--- config.mk ---
export PLATFORM = sky130hd
export DESIGN_NAME = program_counter_unit
export DESIGN_NICKNAME = d
export VERILOG_FILES = /design/src/rtl/program_counter_unit.sv
export SDC_FILE = /design/constraint.sdc
export NUM_CORES = 1
export LEC_CHECK = 0
export ABC_CLOCK_PERIOD_IN_PS = 5280
export BUFFER_PORTS_ARGS = -buffer_cell sky130_fd_sc_hd__buf_2
export CORE_ASPECT_RATIO = 1.4
export CORE_MARGIN = 3
export CORE_UTILIZATION = 45
export CTS_CLUSTER_SIZE = 20
export DETAILED_ROUTE_END_ITERATION = 12
export GPL_TIMING_DRIVEN = 0
export PLACE_DENSITY_LB_ADDON = 0.08
export SLEW_MARGIN = 20
export SYNTH_ARGS = -nofsm -noshare
export SYNTH_HDL_FRONTEND = slang
export SYNTH_SLANG_ARGS = --single-unit
export TNS_END_PERCENT = 5
--- constraint.sdc ---
create_clock -name clk -period 5.28 [get_ports clk]
set_input_delay 0.792 -clock clk [delete_from_list [all_inputs] [get_ports clk]]
set_output_delay 0.792 -clock clk [all_outputs]
set_load 0.05 [all_outputs]
--- src/rtl/program_counter_unit.sv ---
// -----------------------------------------------------------------------------
// program_counter_unit
//
// Holds the fetch PC and picks the next one every cycle. A small circular
// return-address stack (RAS) serves call/ret pairs.
//
// Next-PC priority, highest first:
//   trap > stall > ret > call > jump > branch_taken > sequential (pc+4)
//
// Ports
//   clk            in   rising-edge clock
//   rst            in   asynchronous reset, active low
//   stall          in   hold pc and RAS (trap still wins)
//   trap           in   load TRAP_VECTOR, RAS untouched
//   branch_taken   in   pc <- pc + branch_offset
//   branch_offset  in   [XLEN-1:0] signed byte offset
//   jump           in   pc <- jump_target
//   call           in   pc <- jump_target, push pc+4
//   ret            in   pc <- popped RAS top (pc+4 if the RAS is empty)
//   jump_target    in   [XLEN-1:0] absolute target
//   pc             out  [XLEN-1:0] current pc (registered)
//   pc_plus4       out  [XLEN-1:0] pc+4, combinational, wraps mod 2^XLEN
//   ras_empty      out  RAS holds no entries
//   ras_full       out  RAS holds RAS_DEPTH entries
//   misalign_err   out  one-cycle pulse: the last redirect target had
//                       bits[1:0] != 0 (it was loaded with them cleared)
//   ras_underflow  out  one-cycle pulse: the last ret found the RAS empty
//
// Control inputs are level-sampled on each rising edge. Every redirect
// appears on pc right after the edge that sampled it. No bubble is inserted.
// -----------------------------------------------------------------------------
module program_counter_unit #(
    parameter int                XLEN         = 32,
    parameter logic [XLEN-1:0]   RESET_VECTOR = '0,
    parameter logic [XLEN-1:0]   TRAP_VECTOR  = 'h100,
    parameter int                RAS_DEPTH    = 4
) (
    input  logic            clk,
    input  logic            rst,
    input  logic            stall,
    input  logic            trap,
    input  logic            branch_taken,
    input  logic [XLEN-1:0] branch_offset,
    input  logic            jump,
    input  logic            call,
    input  logic            ret,
    input  logic [XLEN-1:0] jump_target,
    output logic [XLEN-1:0] pc,
    output logic [XLEN-1:0] pc_plus4,
    output logic            ras_empty,
    output logic            ras_full,
    output logic            misalign_err,
    output logic            ras_underflow
);

    // Pointer indexes RAS_DEPTH slots. The count needs one more bit so it
    // can hold RAS_DEPTH itself.
    localparam int              AW      = $clog2(RAS_DEPTH);
    localparam int              CW      = AW + 1;
    localparam logic [CW-1:0]   DEPTH_C = CW'(RAS_DEPTH);

    // ------------------------------------------------------------------------
    // State
    // ------------------------------------------------------------------------
    logic [XLEN-1:0] pc_q;
    logic [AW-1:0]   wr_ptr_q;     // next slot to write; top entry is wr_ptr_q-1
    logic [CW-1:0]   count_q;
    logic            misalign_q;
    logic            underflow_q;

    // Entry storage is not reset. Only the pointer and the count are.
    logic [XLEN-1:0] ras_mem [RAS_DEPTH];

    // ------------------------------------------------------------------------
    // Next-state selection
    // ------------------------------------------------------------------------
    logic [XLEN-1:0] pc_next;
    logic [XLEN-1:0] redirect_target;
    logic [XLEN-1:0] ras_top;
    logic [AW-1:0]   top_ptr;
    logic            do_redirect;
    logic            do_push;
    logic            do_pop;
    logic            misalign_next;
    logic            underflow_next;

    assign pc_plus4  = pc_q + XLEN'(4);
    assign top_ptr   = wr_ptr_q - AW'(1);
    assign ras_top   = ras_mem[top_ptr];
    assign ras_empty = (count_q == '0);
    assign ras_full  = (count_q == DEPTH_C);

    always_comb begin
        pc_next         = pc_plus4;
        redirect_target = '0;
        do_redirect     = 1'b0;
        do_push         = 1'b0;
        do_pop          = 1'b0;
        misalign_next   = 1'b0;
        underflow_next  = 1'b0;

        if (trap) begin
            // Trap wins over stall. The RAS and the error pulses stay quiet.
            pc_next = TRAP_VECTOR;
        end else if (stall) begin
            pc_next = pc_q;
        end else if (ret) begin
            // ret also wins over a simultaneous call. Nothing is pushed.
            if (ras_empty) begin
                pc_next        = pc_plus4;
                underflow_next = 1'b1;
            end else begin
                pc_next = ras_top;
                do_pop  = 1'b1;
            end
        end else if (call) begin
            redirect_target = jump_target;
            do_redirect     = 1'b1;
            do_push         = 1'b1;
        end else if (jump) begin
            redirect_target = jump_target;
            do_redirect     = 1'b1;
        end else if (branch_taken) begin
            // Two's-complement add. It wraps naturally at XLEN bits.
            redirect_target = pc_q + branch_offset;
            do_redirect     = 1'b1;
        end

        // The redirect loads with bits[1:0] cleared. Non-zero low bits are flagged.
        if (do_redirect) begin
            pc_next       = {redirect_target[XLEN-1:2], 2'b00};
            misalign_next = |redirect_target[1:0];
        end
    end

    // ------------------------------------------------------------------------
    // PC, RAS bookkeeping and pulse registers
    // ------------------------------------------------------------------------
    always_ff @(posedge clk or negedge rst) begin
        if (!rst) begin
            pc_q        <= RESET_VECTOR;
            wr_ptr_q    <= '0;
            count_q     <= '0;
            misalign_q  <= 1'b0;
            underflow_q <= 1'b0;
        end else begin
            pc_q        <= pc_next;
            misalign_q  <= misalign_next;
            underflow_q <= underflow_next;

            if (do_push) begin
                // When the RAS is full, wr_ptr_q already points at the oldest
                // entry. The push overwrites that entry and the count saturates.
                wr_ptr_q <= wr_ptr_q + AW'(1);
                if (count_q != DEPTH_C) begin
                    count_q <= count_q + CW'(1);
                end
            end else if (do_pop) begin
                wr_ptr_q <= top_ptr;
                count_q  <= count_q - CW'(1);
            end
        end
    end

    always_ff @(posedge clk) begin
        if (do_push) begin
            ras_mem[wr_ptr_q] <= pc_plus4;
        end
    end

    assign pc            = pc_q;
    assign misalign_err  = misalign_q;
    assign ras_underflow = underflow_q;

endmodule

# Word-level counts from Yosys, hierarchy flattened
# Memories as Yosys holds them, arrays and structs flattened.
# Index checks and enable logic that the tools add are counted.
# word_totals
reg_bits,39
mem_bits_rw,128
input_bits,72
output_inout_bits,68
wordCells,57
mem_count,1
# op_classes
n_addsub,6
n_eq_ne,4
muxes,37
n_reduce_logical,4
# mem_list
memory,depth,word_bits,read_ports,rd_ports_with_merged_regs,wr,line,rtl
ras_mem,4,32,1,0,1,72,logic [XLEN-1:0] ras_mem [RAS_DEPTH];
# ops
op,count
two-way mux 32 bit,11
adder 32 x 3 -> 32 bit (second input constant),1
adder 32 bit,1
two-way mux 1 bit,21
two-way mux 3 bit,3
two-way mux 2 bit,2
adder 3 x 1 -> 3 bit (second input constant),1
== test 3 bit (second input constant),1
logical NOT 3 bit,1
!= test 3 x 1 -> 1 bit (second input constant),1
!= test 3 bit (second input constant),1
subtractor 3 x 1 -> 3 bit (second input constant),1
adder 2 x 1 -> 2 bit (second input constant),1
!= test 2 x 1 -> 1 bit (second input constant),1
AND reduction 2 bit,1
nonzero test 2 bit,1
OR reduction 2 bit,1
subtractor 2 x 1 -> 2 bit (second input constant),1

# Logic depth before layout (Yosys ltp)
# Gate-level depths: netlist of the first run.
# depth
word_depth,9
ltp_mapped,13

# Worst setup path before layout of the first run
# OpenSTA, ideal clock, no wires.
# synth_timing
path_type,reg-to-output
start,"register pc_q[11], in the netlist pc[11]"
end,output port pc_plus4[30]
t_arrival_ps,2815
required_time_ps,4488
setup_slack_ps,1673
path_stages_with_launch,8
path_buffers,2
cell_sequence,dfrtp_1 -> buf_2 -> and4_1 -> and3_1 -> clkbuf_1 -> and4_1 -> and4_1 -> xor2_1
# synth_between
elab_chain_cells,1
# synth_rtl
element,line,rtl
from (decl),65,logic [XLEN-1:0] pc_q;
from (signal assigned),147,pc_q <= pc_next;
adder 32 x 3 -> 32 bit,87,assign pc_plus4 = pc_q + XLEN'(4);
to (decl),49,"output logic [XLEN-1:0] pc_plus4,"
# Every way passes these cells.

# Final worst setup path of the first run
# layout_timing
start,register wr_ptr_q[0]
end,"register pc_q[13], in the netlist pc[13]"
# layout_between
elab_chain_cells,7
# layout_rtl
element,line,rtl
from (decl),66,logic [AW-1:0] wr_ptr_q;
from (signal assigned),154,wr_ptr_q <= wr_ptr_q + AW'(1);
from (signal assigned),159,wr_ptr_q <= top_ptr;
subtractor 2 x 1 -> 2 bit,88,assign top_ptr = wr_ptr_q - AW'(1);
memory (4 x 32 bit),--,
two-way mux 32 bit,109,if (ras_empty) begin
two-way mux 32 bit,107,end else if (ret) begin
two-way mux 32 bit,105,end else if (stall) begin
two-way mux 32 bit,102,if (trap) begin
two-way mux 32 bit,130,if (do_redirect) begin
# Every way passes these cells. The select of a mux whose other input is x is not followed.
# A chain may end at the register's enable or synchronous reset.

==> results of run 1 <==
cell usage in the layout, fill, tap and decap left out, types with 7 or more instances in the layout:
cell type,synthesis,routed
sky130_fd_sc_hd__a221oi_1,10,10
sky130_fd_sc_hd__clkbuf_16,0,17
sky130_fd_sc_hd__and3_1,16,12
sky130_fd_sc_hd__nor3_1,16,16
sky130_fd_sc_hd__inv_1,17,17
sky130_fd_sc_hd__xor2_1,22,22
sky130_fd_sc_hd__ha_1,36,36
sky130_fd_sc_hd__o211ai_1,7,7
sky130_fd_sc_hd__o22ai_1,9,9
sky130_fd_sc_hd__nand3_1,23,23
sky130_fd_sc_hd__buf_2,15,151
sky130_fd_sc_hd__a31oi_1,9,9
sky130_fd_sc_hd__nand2b_1,7,7
sky130_fd_sc_hd__mux4_2,31,31
sky130_fd_sc_hd__o21ai_0,22,22
sky130_fd_sc_hd__edfxtp_1,128,128
sky130_fd_sc_hd__dfrtp_1,39,39
sky130_fd_sc_hd__nand2_1,61,61
sky130_fd_sc_hd__clkbuf_1,19,20
sky130_fd_sc_hd__nand4_1,17,17
sky130_fd_sc_hd__o21ai_1,10,10
sky130_fd_sc_hd__a21oi_1,55,55
sky130_fd_sc_hd__o21a_1,9,9
sky130_fd_sc_hd__xnor2_1,26,26
sky130_fd_sc_hd__nor2_1,62,62
sky130_fd_sc_hd__a221o_1,14,14
cell type report:
type,instances,area (sq um)
timing repair buffer,140,768.2
clock inverter,14,113.9
sequential,167,4820
buffer,41,187.7
inverter,17,63.81
clock buffer,18,429.2
fill,1825,9181
tap,252,315.3
multi-input combinational,559,4270
logic make-up after synthesis:
| kind of cell | count (synthesis) |
|---|---|
| buffers and inverters | 58 |
| AND/OR/NAND/NOR | 237 |
| multiplexers | 40 |
| AO/OA/AOI/OAI | 196 |
| XOR/XNOR | 48 |
| flip-flops | 167 |
| adder cells (fa/ha/maj) | 38 |
per-layer routing:
metal	track usage, %	wire length [um]	part of all wire [%]	up-vias
met4	6.726	488	1.8	0
met3	4.631	1618	5.9	32
met2	43.92	14500	53	274
met5	0	0	0	-
li1	-	-	-	3382
met1	30.95	10840	39	3559
worst paths after layout:
kind / to / slack [ps] / cells past startpoint / startpoint
max reg2reg: pc[13]$_DFFE_PN0P_ / 1050 / 11 / wr_ptr_q[0]$_DFFE_PN0P_
min in group clk: count_q[2]$_DFFE_PN0P_ / 520 / 1 / count_q[2]$_DFFE_PN0P_
max in group asynchronous: pc[1]$_DFFE_PN0P_ / 4140 / 1 / rst
min reg2reg: count_q[2]$_DFFE_PN0P_ / 520 / 1 / count_q[2]$_DFFE_PN0P_
max: pc[13]$_DFFE_PN0P_ / 1050 / 11 / wr_ptr_q[0]$_DFFE_PN0P_
min: pc[27]$_DFFE_PN0P_ / 510 / 1 / rst
worst reg2reg max path, stage by stage (launching register included):
cell	delay, ps
sky130_fd_sc_hd__dfrtp_1	410
sky130_fd_sc_hd__buf_2	300
sky130_fd_sc_hd__buf_4	290
sky130_fd_sc_hd__buf_2	350
sky130_fd_sc_hd__inv_1	160
sky130_fd_sc_hd__ha_1	300
sky130_fd_sc_hd__buf_2	260
sky130_fd_sc_hd__clkbuf_1	600
sky130_fd_sc_hd__buf_1	540
sky130_fd_sc_hd__mux4_2	450
sky130_fd_sc_hd__a221oi_1	340
sky130_fd_sc_hd__a31oi_1	130
state kept, by name, summed over array words and instances, names as in the netlist:
name,count
ras_mem,128
pc,32
wr_ptr_q,2
ras_underflow,1
count_q,3
misalign_err,1
metrics by stage:
stage	utilization (%)	instances	instance area (sq um)	worst slack (ps)
3_5_place_dp	51.74	1176	10430	987.0
4_1_cts	54.43	1208	10970	977.5
3_3_place_gp	51.28	1172	10330	991.0
5_1_grt	54.43	1208	10970	755.5
6_report	54.43	1208	10970	1048
2_1_floorplan	-	784	9336	1673
where the power goes:
part	leakage, uW	switching, uW	internal (uW)
combinational	0.00239	1830	918
clock	0.000261	548	615
sequential	0.00166	201	1630
==> metrics.log, run 1 <==
INFO  metric status = completed
INFO  metric syn_area_per_cell = 11.91 sq um
INFO  metric cts.htree.levels = 4
INFO  metric critical-path-top-cell-by-count = sky130_fd_sc_hd__buf_2
INFO  metric cts_tree = done
INFO  metric max_stage_delay = 600 ps
INFO  metric synth_enable_flop_cells = 128
INFO  metric root_buffer = sky130_fd_sc_hd__clkbuf_16
INFO  metric number_of_global_route_vias_before_repair = 7085
INFO  metric antenna_left = 0
INFO  metric design_power_total = around 5700 uW
INFO  metric vias = 7247
INFO  metric area_delta_synth_final = 17.48%
INFO  metric synthMuxAreaShare = under 10%
INFO  metric floorplan.initialDensity = 46.34%
INFO  metric number_of_search_and_repair_iterations_in_the_first_detailed_routing_pass = 5
INFO  metric synthArstFlopShare = 23.35%
INFO  metric routed_wirelength = 27450 um
INFO  metric rsz0062_at_grt = false
INFO  metric timing.critical_path.from_type = flop
INFO  metric die_extent_in_x = around 130 um
INFO  metric yosys_register_bits = 167
INFO  metric synthSimpleGateAreaFrac = 12.56%
INFO  metric synth_top_cells_by_count = 128 x sky130_fd_sc_hd__edfxtp_1, 62 x sky130_fd_sc_hd__nor2_1, 61 x sky130_fd_sc_hd__nand2_1, 55 x sky130_fd_sc_hd__a21oi_1, 39 x sky130_fd_sc_hd__dfrtp_1
INFO  metric die_y = approximately 180 um
INFO  metric grt_util_all_layers = 24.78%
INFO  metric hold_viol = 0
INFO  metric number_of_nets_in_the_final_layout = 1053
INFO  metric critical_path_required = 5580 ps
INFO  metric post-route-min-period = 4232 ps
INFO  metric drtIter0Drc = around 620
INFO  metric grt_antenna_before_repair = 0
INFO  metric post_cts_resize_count = 0
INFO  metric dp_hpwl = 20800 um
INFO  metric synth-seq-area-share = 51.62%
INFO  metric synth.top_cells.by_area = sky130_fd_sc_hd__edfxtp_1 41%, sky130_fd_sc_hd__dfrtp_1 10%, sky130_fd_sc_hd__mux4_2 7.5%
INFO  metric crit_family = buffers and inverters
INFO  metric worstSkewPairLatency = 430 ps
INFO  metric yosys.cell_types.count = 77
INFO  metric path_cells = buf_2 > buf_4 > buf_2 > inv_1 > ha_1 > buf_2 > clkbuf_1 > buf_1 > mux4_2 > a221oi_1 > a31oi_1
INFO  metric timing_worst_setup_path_type = reg2reg
INFO  metric holdCritPathClass = in2async
INFO  metric synth_largest_area_cell = sky130_fd_sc_hd__edfxtp_1
INFO  metric synth_compound_area_share = about 15%
INFO  metric max-vdd-ir-drop = 0.2773 mV
INFO  metric drt-vias-per-instance = 5.999
INFO  metric postCtsSetupBuffers = 0
INFO  metric maxCapViolations = 0
INFO  metric clock_sink_total = between 150 and 200
INFO  metric core-area = 20150 sq um
INFO  metric detail_route.wl_per_cell = 22.72 um
INFO  metric synth_xor_area_share = 4.503%
INFO  metric post_synth_fa_ha_maj_area_fraction = 5.253%
INFO  metric syn_nets = 894
INFO  metric synthCells = 784
INFO  metric post-synth-top-area-fraction = 41.17%
INFO  metric grt_pass1_wl = 41740 um
INFO  metric kind_of_end_point_of_the_critical_path = flop
INFO  metric detail_route.drc_violations = 0
INFO  metric yosysMostFrequentCell = sky130_fd_sc_hd__edfxtp_1
INFO  metric grt_max_degree = 40
INFO  metric final-setup-viol-count = 0
INFO  metric tritoncts.num_buffers = 17
INFO  metric timing.slew.headroom = 34.41%
INFO  metric hold-worst-slack = between 500 and 600 ps
INFO  metric clock.fmax = 236.3 MHz
INFO  metric worst-path-max-fanout = 10
INFO  metric pwr_density_cell = 523.8 nW/um^2
INFO  metric cts.clk_slew.worst_paths = approximately 70 ps
INFO  metric timing_worst_slew_pin_value = 983.9 ps
INFO  metric holdBufCountCts = 0
INFO  metric fp-row-count = 61
INFO  metric final-max-slew-violation-count = 0
INFO  metric post_route_cells_drive_above_1_share = 25.84%
INFO  metric final.setup_skew = around 12 ps
INFO  metric io_buffer_count = 136
INFO  metric slowest_cp_cell = sky130_fd_sc_hd__clkbuf_1
INFO  metric period_share = 80.16%
INFO  metric insertedDiodeCount = 0
INFO  metric synth_top_family_by_area = compound AO/OA/AOI/OAI gates
INFO  metric power.leakage = 0.004311 uW
INFO  metric worst_ep_arrival_time = 4530 ps
INFO  metric grt.overflow.total = 0
INFO  metric ys.flop_type = sky130_fd_sc_hd__edfxtp_1
INFO  metric yosys_warnings = 0
INFO  metric syn_area = between 9000 and 10000 sq um
INFO  metric total_die_area = 22540 sq um
INFO  metric gp_congestion = 0.8906
INFO  metric cts_max_path_buffers = 2
INFO  metric critical_path.n_buffers_inverters = 7
INFO  metric io_pins = 140
INFO  metric final.setup.tns = 0 ps
No activity file was read; power rests on OpenSTA's default activity.
==> inputs of run 2 (changes only) <==
--- a/config.mk
+++ b/config.mk
@@ -5,7 +5,7 @@
 export SDC_FILE = /design/constraint.sdc
 export NUM_CORES = 1
 export LEC_CHECK = 0
-export ABC_CLOCK_PERIOD_IN_PS = 5280
+export ABC_CLOCK_PERIOD_IN_PS = 4100
 export BUFFER_PORTS_ARGS = -buffer_cell sky130_fd_sc_hd__buf_2
 export CORE_ASPECT_RATIO = 1.4
 export CORE_MARGIN = 3
==> constraint.sdc (replaced) <==
create_clock -name clk -period 4.1 [get_ports clk]
set_input_delay 0.615 -clock clk [delete_from_list [all_inputs] [get_ports clk]]
set_output_delay 0.615 -clock clk [all_outputs]
set_load 0.05 [all_outputs]
==> run 2 against run 1 <==
Against the previous run: first-iteration DRC count fell by 2.1%; power is 29% higher; non-clock buffer count did not move; sequential power up 29%; sequential share of layout area about the same; cell count stayed put; clock skew barely moved; via count shrank 0.14%; largest power group unchanged; core utilization barely moved; fmax increased by 11%; design area barely moved.
==> metrics.log, run 2 (synthesis results as in run 1) <==
INFO  metric status = completed
INFO  metric timing.critical_path.from_type = flop
INFO  metric grt_antenna_before_repair = 0
INFO  metric final.setup_skew = 12.01 ps
INFO  metric timing_worst_setup_path_type = reg2reg
INFO  metric vias = 7237
INFO  metric pwr_density_cell = 674.6 nW/um^2
INFO  metric layout_commonest_cell = sky130_fd_sc_hd__buf_2
INFO  metric die_extent_in_x = around 130 um
INFO  metric cts_tree = done
INFO  metric placement.setup.worst_slack = -193.0 ps
INFO  metric post_route_cells_drive_above_1_share = 26.15%
INFO  metric clock.fmax = 262.8 MHz
INFO  metric worstSkewPairLatency = 430 ps
INFO  metric total_die_area = 22540 sq um
INFO  metric regArea = between 4000 and 5000 sq um
INFO  metric crit_family = buffers and inverters
INFO  metric number_of_search_and_repair_iterations_in_the_first_detailed_routing_pass = 5
INFO  metric period_share = 92.81%
INFO  metric utilization = ~54%
INFO  metric grt_max_degree = 40
INFO  metric io_buffer_count = about 140
INFO  metric fp-row-count = 61
INFO  metric worst-path-max-fanout = 10
INFO  metric ff2ff_setup_slack = just under 300 ps
INFO  metric cell_count_post_placement = roughly 1200
INFO  metric critical-path-top-cell-by-count = sky130_fd_sc_hd__buf_2
INFO  metric power.leakage = 0.004320 uW
INFO  metric gp_congestion = approximately 0.89
INFO  metric timing.final.ws_setup = 294.9 ps
INFO  metric routed_wirelength = 27480 um
INFO  metric cts.clk_slew.worst_paths = 70 ps
INFO  metric filler_cell_count = 1822
INFO  metric largest_register_ffs = 128
INFO  metric regMostFlops = ras_mem
INFO  metric path_cells = buf_2 > buf_4 > buf_2 > inv_1 > ha_1 > buf_2 > clkbuf_2 > clkbuf_2 > mux4_2 > a221oi_1 > a31oi_1
INFO  metric hold_viol = 0
INFO  metric critical_path.n_buffers_inverters = 7
INFO  metric grt_util_all_layers = 24.78%
INFO  metric max_stage_delay = between 400 and 500 ps
INFO  metric detail_route.drc_violations = 0
INFO  metric worst_ep_arrival_time = around 4100 ps
INFO  metric multiInputGateArea = around 4300 sq um
INFO  metric cts_max_path_buffers = 2
INFO  metric floorplan.initialDensity = between 40% and 50%
INFO  metric drt-vias-per-instance = between 5 and 6
INFO  metric grt_pass1_wl = ~42000 um
INFO  metric holdCritPathClass = in2async
INFO  metric finish.cell_count_without_fillers = ~1200
INFO  metric rsz0062_at_grt = false
INFO  metric drtIter0Drc = 609
INFO  metric kind_of_end_point_of_the_critical_path = flop
INFO  metric detail_route.wl_per_cell = 22.75 um
INFO  metric insertedDiodeCount = 0
INFO  metric grt.overflow.total = 0
INFO  metric number_of_global_route_vias_before_repair = slightly above 7000
INFO  metric area_delta_synth_final = 17.52%
INFO  metric io_pins = 140
INFO  metric most-common-layout-cells = 151 x sky130_fd_sc_hd__buf_2, 128 x sky130_fd_sc_hd__edfxtp_1, 62 x sky130_fd_sc_hd__nor2_1
INFO  metric final_instance_area = around 11000 sq um
INFO  metric timing.slew.headroom = between 30% and 40%
INFO  metric critical_path_required = around 4400 ps
INFO  metric slowest_cp_cell = sky130_fd_sc_hd__dfrtp_1
INFO  metric dp_hpwl = 20800 um
INFO  metric final-setup-viol-count = 0
INFO  metric core-area = 20150 sq um
INFO  metric antenna_left = 0
INFO  metric clock_sink_total = 167
INFO  metric max-vdd-ir-drop = 0.3583 mV
INFO  metric design_power_total = 7402 uW
INFO  metric tritoncts.num_buffers = 17
INFO  metric final-max-slew-violation-count = 0
INFO  metric cts.htree.levels = 4
INFO  metric number_of_nets_in_the_final_layout = 1053
INFO  metric root_buffer = sky130_fd_sc_hd__clkbuf_16
INFO  metric die_y = 176.4 um
INFO  metric maxCapViolations = 0
INFO  metric postPlaceCellArea = 10430 sq um
INFO  metric post-route-min-period = around 3800 ps
INFO  metric timing_worst_slew_pin_value = 984.1 ps
-- run 2: cell types whose count changed in the layout (fill, tap and decap cells not counted) --
cell,delta
sky130_fd_sc_hd__buf_1,-2
sky130_fd_sc_hd__clkbuf_1,-1
sky130_fd_sc_hd__clkbuf_2,+3
-- run 2: report_power, final --
group / total, uW / switching [uW] / internal, uW
clock: 1500 / 705 / 792
combinational: 3550 / 2360 / 1180
sequential: 2360 / 258 / 2100
-- run 2: cell type report --
| class | instances | share of cell area, % |
|---|---|---|
| Buffer | 41 | 1.745 |
| Clock buffer | 18 | 3.912 |
| Inverter | 17 | 0.5816 |
| Tap cell | 252 | 2.874 |
| Timing Repair Buffer | 140 | 7.002 |
| Multi-Input combinational cell | 559 | 38.92 |
| Clock inverter | 14 | 1.038 |
| Sequential cell | 167 | 43.93 |
-- run 2: worst paths after layout --
kind,to,startpoint,cells past startpoint
max,pc[13]$_DFFE_PN0P_,wr_ptr_q[0]$_DFFE_PN0P_,11
min,pc[27]$_DFFE_PN0P_,rst,1
max reg2reg,pc[13]$_DFFE_PN0P_,wr_ptr_q[0]$_DFFE_PN0P_,11
min reg2reg,count_q[2]$_DFFE_PN0P_,count_q[2]$_DFFE_PN0P_,1
max in group asynchronous,pc[1]$_DFFE_PN0P_,rst,1
min in group clk,pc[9]$_DFFE_PN0P_,jump_target[9],3
-- run 2: metrics by stage --
stage               hold WS (ps)  setup TNS [ps]
floorplan                  319.4               0
global placement           508.5          -746.0
detailed placement         509.7          -645.2
CTS                        360.7               0
global route               397.2               0
finish                     332.8               0
-- run 2: metal layers --
layer  track usage (%)  vias to the layer above  share of wire, %
met5                 0                        -                 0
met4             6.726                        0               2.0
met3             4.631                       39               6.0
met2             43.92                      267                52
met1             30.95                     3547                40
li1                  -                     3384                 -
-- run 2: repair_timing --
item	in CTS	in global routing
endpoints found under the setup margin	6	8
gates cloned	0	0
hold buffers	0	0
buffers inserted	0	0
resized for setup	1	2
